--- config.mk ---
export PLATFORM = sky130hd
export DESIGN_NAME = exc_commit_ctrl
export DESIGN_NICKNAME = d
export VERILOG_FILES = /design/src/rtl/exc_pkg.sv /design/src/rtl/exc_prio_enc.sv /design/src/rtl/exc_commit_ctrl.sv
export SDC_FILE = /design/constraint.sdc
export NUM_CORES = 1
export LEC_CHECK = 0
export ABC_AREA = 1
export BUFFER_PORTS_ARGS = -buffer_cell sky130_fd_sc_hd__buf_2
export CORE_ASPECT_RATIO = 1.5
export CORE_MARGIN = 1.5
export CORE_UTILIZATION = 45
export CTS_CLUSTER_DIAMETER = 40
export DETAILED_ROUTE_END_ITERATION = 10
export PLACE_DENSITY = 0.82
export SYNTH_ARGS = -nofsm -noshare
export SYNTH_HDL_FRONTEND = slang
export SYNTH_SLANG_ARGS = --single-unit
export TNS_END_PERCENT = 10
--- constraint.sdc ---
create_clock -name clk -period 1.5 [get_ports clk]
set_clock_uncertainty 0.2 [all_clocks]
set_input_delay 0.15 -clock clk [delete_from_list [all_inputs] [get_ports clk]]
set_output_delay 0.15 -clock clk [all_outputs]
set_load 0.02 [all_outputs]
--- src/rtl/exc_pkg.sv ---
// Shared definitions for the EXC-stage commit logic: exception codes, flag
// bit positions, FSM state encoding and default vector constants.
package exc_pkg;

  localparam logic [4:0] EXC_INT  = 5'd0;
  localparam logic [4:0] EXC_ADEL = 5'd4;
  localparam logic [4:0] EXC_TLBL = 5'd2;
  localparam logic [4:0] EXC_RI   = 5'd10;
  localparam logic [4:0] EXC_SYS  = 5'd8;
  localparam logic [4:0] EXC_BP   = 5'd9;
  localparam logic [4:0] EXC_OV   = 5'd12;

  // Flag vector bit positions, lowest index = highest priority
  localparam int unsigned NFLAGS   = 10;
  localparam int unsigned F_INT    = 0;
  localparam int unsigned F_ADEL   = 1;
  localparam int unsigned F_REFILL = 2;
  localparam int unsigned F_INVAL  = 3;
  localparam int unsigned F_RI     = 4;
  localparam int unsigned F_SYS    = 5;
  localparam int unsigned F_BP     = 6;
  localparam int unsigned F_OV     = 7;
  localparam int unsigned F_ERET   = 8;
  localparam int unsigned F_REFET  = 9;

  typedef enum logic {IDLE, DRAIN} state_e;

  localparam logic [31:0] DEF_EXC_BASE      = 32'hBFC0_0200;
  localparam logic [31:0] DEF_GEN_OFFSET    = 32'h0000_0180;
  localparam logic [31:0] DEF_REFILL_OFFSET = 32'h0000_0000;

endpackage

--- src/rtl/exc_prio_enc.sv ---
// Fixed-priority encoder over the EXC flag vector: one-hot select of the
// winning flag plus its ExcCode (0 for eret/refetch, which carry no code).
module exc_prio_enc
  import exc_pkg::*;
(
  input  logic [NFLAGS-1:0] flags,
  output logic [NFLAGS-1:0] sel,
  output logic [4:0]        code
);

  logic found;

  always_comb begin
    sel   = '0;
    found = 1'b0;
    for (int unsigned i = 0; i < NFLAGS; i++) begin
      if (!found && flags[i]) begin
        sel[i] = 1'b1;
        found  = 1'b1;
      end
    end
  end

  always_comb begin
    code = '0;
    if (sel[F_INT])                      code = EXC_INT;
    else if (sel[F_ADEL])                code = EXC_ADEL;
    else if (sel[F_REFILL] | sel[F_INVAL]) code = EXC_TLBL;
    else if (sel[F_RI])                  code = EXC_RI;
    else if (sel[F_SYS])                 code = EXC_SYS;
    else if (sel[F_BP])                  code = EXC_BP;
    else if (sel[F_OV])                  code = EXC_OV;
  end

endmodule

--- src/rtl/exc_commit_ctrl.sv ---
// EXC-stage exception commit: prioritises flags, flushes the pipeline, owns
// commit-side CP0 state. Define EXC_COMMIT_TLB_EN to decode the TLB flags.
module exc_commit_ctrl
  import exc_pkg::*;
#(
  parameter logic [31:0] EXC_BASE      = DEF_EXC_BASE,
  parameter logic [31:0] GEN_OFFSET    = DEF_GEN_OFFSET,
  parameter logic [31:0] REFILL_OFFSET = DEF_REFILL_OFFSET,
  parameter int unsigned DRAIN_CYCLES  = 1
) (
  input  logic        clk,
  input  logic        rst,
  input  logic        stall,
  input  logic [31:0] exc_pc,
  input  logic        exc_in_delay_slot,
  input  logic        exc_is_int,
  input  logic        exc_is_inst_adel,
  input  logic        exc_is_i_refill_tlbl,
  input  logic        exc_is_i_invalid_tlbl,
  input  logic        exc_is_ri,
  input  logic        exc_is_syscall,
  input  logic        exc_is_break,
  input  logic        exc_ov,
  input  logic        exc_is_eret,
  input  logic        exc_is_refetch,
  output logic        exception_flush,
  output logic [31:0] exc_target,
  output logic [31:0] cp0_epc,
  output logic [31:0] cp0_badvaddr,
  output logic        cp0_cause_bd,
  output logic [4:0]  cp0_cause_exccode,
  output logic        cp0_status_exl,
  output logic        busy
);

  state_e      state_q, state_d;
  logic [2:0]  cnt_q, cnt_d;
  logic [31:0] epc_q, epc_d, bad_q, bad_d;
  logic        bd_q, bd_d, exl_q, exl_d;
  logic [4:0]  code_q, code_d;

  logic [NFLAGS-1:0] flags, sel;
  logic [4:0]        enc_code;
  logic              take, is_exc, tlb_refill, tlb_inval;

`ifdef EXC_COMMIT_TLB_EN
  assign tlb_refill = exc_is_i_refill_tlbl;
  assign tlb_inval  = exc_is_i_invalid_tlbl;
`else
  // Ports stay for drop-in compatibility but can never raise a take
  assign tlb_refill = exc_is_i_refill_tlbl & 1'b0;
  assign tlb_inval  = exc_is_i_invalid_tlbl & 1'b0;
`endif

  assign flags = {exc_is_refetch, exc_is_eret, exc_ov, exc_is_break,
                  exc_is_syscall, exc_is_ri, tlb_inval, tlb_refill,
                  exc_is_inst_adel, exc_is_int};

  exc_prio_enc u_prio (
    .flags (flags),
    .sel   (sel),
    .code  (enc_code)
  );

  assign take   = (|flags) && !stall && (state_q == IDLE);
  assign is_exc = |sel[F_OV:F_INT];

  always_comb begin
    state_d         = state_q;
    cnt_d           = cnt_q;
    epc_d           = epc_q;
    bad_d           = bad_q;
    bd_d            = bd_q;
    exl_d           = exl_q;
    code_d          = code_q;
    exception_flush = take;
    exc_target      = '0;

    if (state_q == DRAIN) begin
      if (cnt_q == '0) state_d = IDLE;
      else             cnt_d   = cnt_q - 3'd1;
    end

    if (take) begin
      state_d = DRAIN;
      cnt_d   = 3'(DRAIN_CYCLES - 1);
      if (sel[F_ERET])                  exc_target = epc_q;
      else if (sel[F_REFET])            exc_target = exc_pc;
      else if (sel[F_REFILL] && !exl_q) exc_target = EXC_BASE + REFILL_OFFSET;
      else                              exc_target = EXC_BASE + GEN_OFFSET;

      if (is_exc) begin
        if (!exl_q) begin
          epc_d = exc_in_delay_slot ? exc_pc - 32'd4 : exc_pc;
          bd_d  = exc_in_delay_slot;
        end
        code_d = enc_code;
        exl_d  = 1'b1;
        if (sel[F_ADEL] | sel[F_REFILL] | sel[F_INVAL]) bad_d = exc_pc;
      end else if (sel[F_ERET]) begin
        exl_d = 1'b0;
      end
    end
  end

  always_ff @(posedge clk) begin
    if (rst) begin
      state_q <= IDLE;
      cnt_q   <= '0;
      epc_q   <= '0;
      bad_q   <= '0;
      bd_q    <= 1'b0;
      exl_q   <= 1'b0;
      code_q  <= '0;
    end else begin
      state_q <= state_d;
      cnt_q   <= cnt_d;
      epc_q   <= epc_d;
      bad_q   <= bad_d;
      bd_q    <= bd_d;
      exl_q   <= exl_d;
      code_q  <= code_d;
    end
  end

  assign cp0_epc           = epc_q;
  assign cp0_badvaddr      = bad_q;
  assign cp0_cause_bd      = bd_q;
  assign cp0_cause_exccode = code_q;
  assign cp0_status_exl    = exl_q;
  assign busy              = (state_q == DRAIN);

endmodule

# After elaboration in Yosys (flattened, before gate mapping)
# Index checks and enable logic that the tools add are counted.
# word_totals
regBits	75
in_bits	46
out_inout_bits	105
wordCells	68
# classes
addsub	2
mux	29
n_bitwise	3
n_reduce_logical	27
# op_table
cell	count
2-to-1 mux 32 bit	4
subtractor 32 x 3 -> 32 bit, second input constant	1
2-to-1 mux 5 bit	5
2-to-1 mux 1 bit	19
logical AND 1 bit	9
logical NOT 1 bit	8
OR reduction 8 bit	1
AND reduction 2 bit	3
AND reduction 3 bit	2
OR reduction 6 bit	1
2-to-1 mux 4 bit	1
logical NOT 3 bit	1
inverter 1 bit	3
subtractor 3 x 1 -> 3 bit, second input constant	1
nonzero test 2 bit	1
OR reduction 2 bit	1

# Longest topological paths before layout
# depth
word_depth	25
ltp_mapped	11
ltp_nobuf	11

# Modules after synthesis
# From an unflattened synthesis, not the netlist that was laid out.
# hier_totals
hier_cells	691
hier_area_um2	4494.3
# by_module_without_submodules
module	instances	cells_per_inst	area_each_um2	seq_area_each_um2
exc_commit_ctrl	1	658	4310.4	1501.4
exc_prio_enc	1	33	183.9	0.0

# Worst setup path before layout
# Ideal clock, no wire load.
# synth_path
path_type	register -> output
startpoint	register state_q, in the netlist busy
endpoint	output exc_target[22]
t_arrival_ps	1526
setup_slack_ps	-376
stages_incl_launch_ff	8
path_buffers	2
path_cell_list	dfxtp_1 -> nor2_2 -> nand2_4 -> inv_2 -> buf_6 -> buf_4 -> o21ai_0 -> a21oi_1
# synth_via
elab_chain_cells	3
# synth_lines
element	line_no	source
from (decl)	exc_commit_ctrl.sv:36	state_e state_q, state_d;
from (signal assigned)	exc_commit_ctrl.sv:116	state_q <= state_d;
inverter 1 bit	exc_commit_ctrl.sv:65	assign take = (|flags) && !stall && (state_q == IDLE);
logical AND 1 bit	exc_commit_ctrl.sv:65	
via exception_flush	exc_commit_ctrl.sv:26	output logic exception_flush,
2-to-1 mux 32 bit	exc_commit_ctrl.sv:84	if (take) begin
to (decl)	exc_commit_ctrl.sv:27	output logic [31:0] exc_target,
# The timed path passes the listed nets, and every way through them passes these cells.

# Final worst setup path
# layout_path
startpoint	register state_q, in the netlist busy
endpoint	output exc_target[27]
# layout_via
elab_chain_cells	3
# layout_lines
element	line_no
inverter 1 bit	exc_commit_ctrl.sv:65
logical AND 1 bit	exc_commit_ctrl.sv:65
2-to-1 mux 32 bit	exc_commit_ctrl.sv:84
# No other way between the ends.

==> out/results.ini <==
[floorplanning]
coreArea_sq_um = 9200
die_x_microns = 82.2
dieArea_sq_um = 10000
io_pins = 151
rows = 43
start_util_pct = 46.0
die_h_microns = 122

[finish]
antenna_cells = 0
syn_to_final_growth_pct = 65.7
fillers = 651
fin_cells = 1011
multi_input_area_sq_um = 2680
final_layout_size_suffix_gt1_share_pct = 41.8
final_nets = 944
regArea_sq_um = 1490
postLayoutCoreUtil_pct = 76.2

[setup_path]
cp_data_required_time_ns = 1.15
crit_buf_inv = 3
cp_top_family = buffers and inverters
path_class = register to output pin
worst-path-max-fanout = 7
arrival_ns = 1.47
path_cells = nor2_4 > nand2_4 > inv_8 > buf_12 > o21ai_2 > a21oi_4 > buf_6
cp_slowest_cell = dfxtp_4
critPathCaptureType = output pin
startpoint_type = register
max_stage_delay_ns = 0.35

[power]
max-vdd-ir-drop_mv = 0.640
cellLeakagePower_nw = 3.22
powerDensity_nw_per_um2 = 818
finalPower_w = 0.00573

[timing]
hold_violations = 0
drv_slew = 0
rsz0062_at_grt = true
setup_viol = 80
fin_crit_sh_pct = 122
layout_min_cycle_time_ns = 1.82
fin_hold_ws_ns = 0.0122
setup_slack_ns = -0.323
fmax_mhz = 549

[clocking]
numCtsBuffers = 9
cts_sinks = 74
clock_path_buffers = 2
cts_root_buffer = clkbuf_16
clk_latency_ns = 0.34
cts_tree = built
h-tree-depth = 3
clk_pin_slew_ns = 0.06

[drt]
viasPerCell = 5.54
finalWirelength_mm = 17.5
drtIter0Drc = 380
antenna_left = 0
drt_first_pass_iters = 7
drc = 0
wl_per_cell_microns = 17.3
dr_total_vias = 5598

[logic_synthesis]
yosysSeqAreaShare_pct = 35.0
yosysUniqueCellTypes = 34
synth_top_area_share_pct = 35.0
netlist_area_sq_um = 4230
yosysTopAreaCell = dfxtp_1
syn_nets = 691
synth_edf_count = 0
syn_inst = 642
synth_ff_type = dfxtp_1
yosys_warnings = 0
synth_most_common_cell = nand2_1
ys_top_cells_by_count = nand2_1 (168), a21oi_1 (99), dfxtp_1 (74)
synth_area_leaders = dfxtp_1 (35%), nand2_1 (15%), a21oi_1 (12%), nand3_1 (6.3%), nor2_1 (5.1%)
ys_seq_elements = 74
async_flop_share_pct = 0
avgSynthCellArea_sq_um = 6.59

[flow_run]
cap_viol_max_count = 0

[global_route]
grt_usage_pct = 32.6
globalRoute.totalOverflow = 0
grt_pass1_vias = 5311
grt_pass1_wl_mm = 24.5
grt_start_max_net_pins = 55
grt_antenna_before_repair = 0

[min_path]
hold_path_class = primary input to register

[run_status]
status = complete, but fails checks
violations = negative setup slack

[place]
dpl.cell_count = 961
numPortBuffers = 147
hpwl_mm = 11.0
globalplace.congestion = 0.885
dp_slack_ns = -0.219

[tightest hold or removal path: stages]
cell	delay (ns)
buf_2	0.13
nand2_1	0.07
nand2_1	0.04
nand2_1	0.05
a21oi_1	0.06
[metrics by stage]
stage          area [sq um]  TNS (ns)
2_1_floorplan          4480     -1.60
3_3_place_gp           6000    -10.54
3_5_place_dp           6000    -13.13
4_1_cts                6700    -12.43
5_1_grt                7010    -21.05
6_report               7010    -15.71
[final cells by class]
class,count,share of cell area (%)
inverters,60,3.39
flip-flops and latches,74,21.2
multi-input cells,475,38.3
clock buffers,10,3.41
well taps,112,2.00
clock inverters,5,0.785
repair buffers,274,30.8
repair inverters,1,0.0892
[cells by family after synthesis]
logic type      synth area share (%)
flops                           35.0
xor+xnor                        2.07
fa+ha+maj                      0.887
simple gates                    35.5
other cells                   0.0886
compound gates                  16.4
buf+inv                         10.1
[power by group]
group	internal, W	leakage [nW]	switching, W
combinational	0.000584	2.48	0.000821
sequential	0.00207	0.606	0.0000876
clock	0.00132	0.140	0.000850
[path summary, 6_finish.rpt]
path,cells after the start,to,slack (ns),startpoint
worst max-delay path,7,exc_target[27],-0.32,busy$_SDFF_PP0_
worst min-delay path,5,cp0_epc[22]$_SDFFE_PP0P_,0.01,exc_pc[22]
worst max register to register,9,cp0_epc[5]$_SDFFE_PP0P_,-0.29,busy$_SDFF_PP0_
worst min register to register,2,cp0_badvaddr[10]$_SDFFE_PP0P_,0.25,cp0_badvaddr[10]$_SDFFE_PP0P_
[sequential cells by signal, summed over array words and instances (netlist names)]
signal and count:
busy 1, cnt_q 3, cp0_badvaddr 32, cp0_cause_bd 1, cp0_cause_exccode 4, cp0_epc 32
cp0_status_exl 1
[layout by cell type, fill, tap and decap left out, types with 2 or more instances in the layout]
cell / n
buf_6: 21
nand2_1: 159
or2_2: 2
o21ai_1: 9
a21oi_2: 36
nand3_4: 2
nor2_4: 7
nand4_4: 3
buf_2: 114
a21oi_1: 54
nor3_1: 3
o21ai_2: 9
nor2_2: 5
inv_1: 53
a21oi_4: 10
buf_12: 14
nor2_1: 57
nand2_2: 11
buf_4: 101
dfxtp_1: 71
clkinv_2: 2
nand3_1: 48
inv_2: 4
ha_1: 2
clkbuf_16: 12
nand2_4: 3
nor3_4: 2
o211ai_1: 2
clkinvlp_4: 2
nand4_1: 15
o21ai_0: 17
nand3_2: 5
dlygate4sd3_1: 18
dfxtp_2: 2
xor2_1: 9
[metal layers]
layer  routed length (microns)  vias up  track usage, %  part of all wire [%]
met2                      9220      308            59.2                    53
li1                          -     2608               -                     -
met3                      1040       89            5.47                   6.0
met1                      6180     2593            33.3                    35
met5                         0        -               0                     0
met4                      1020        0            20.3                   5.9
[timing repair]
item / CTS / global route
setup buffers: 4 / 7
endpoints found under the hold margin: 24 / 0
endpoints found under the setup margin: 88 / 106
pin swaps: 17 / 10
gates resized for setup: 57 / 49
gates cloned: 2 / 3
hold buffers: 19 / 0
Note: power is estimated with default switching activity, not from simulation.
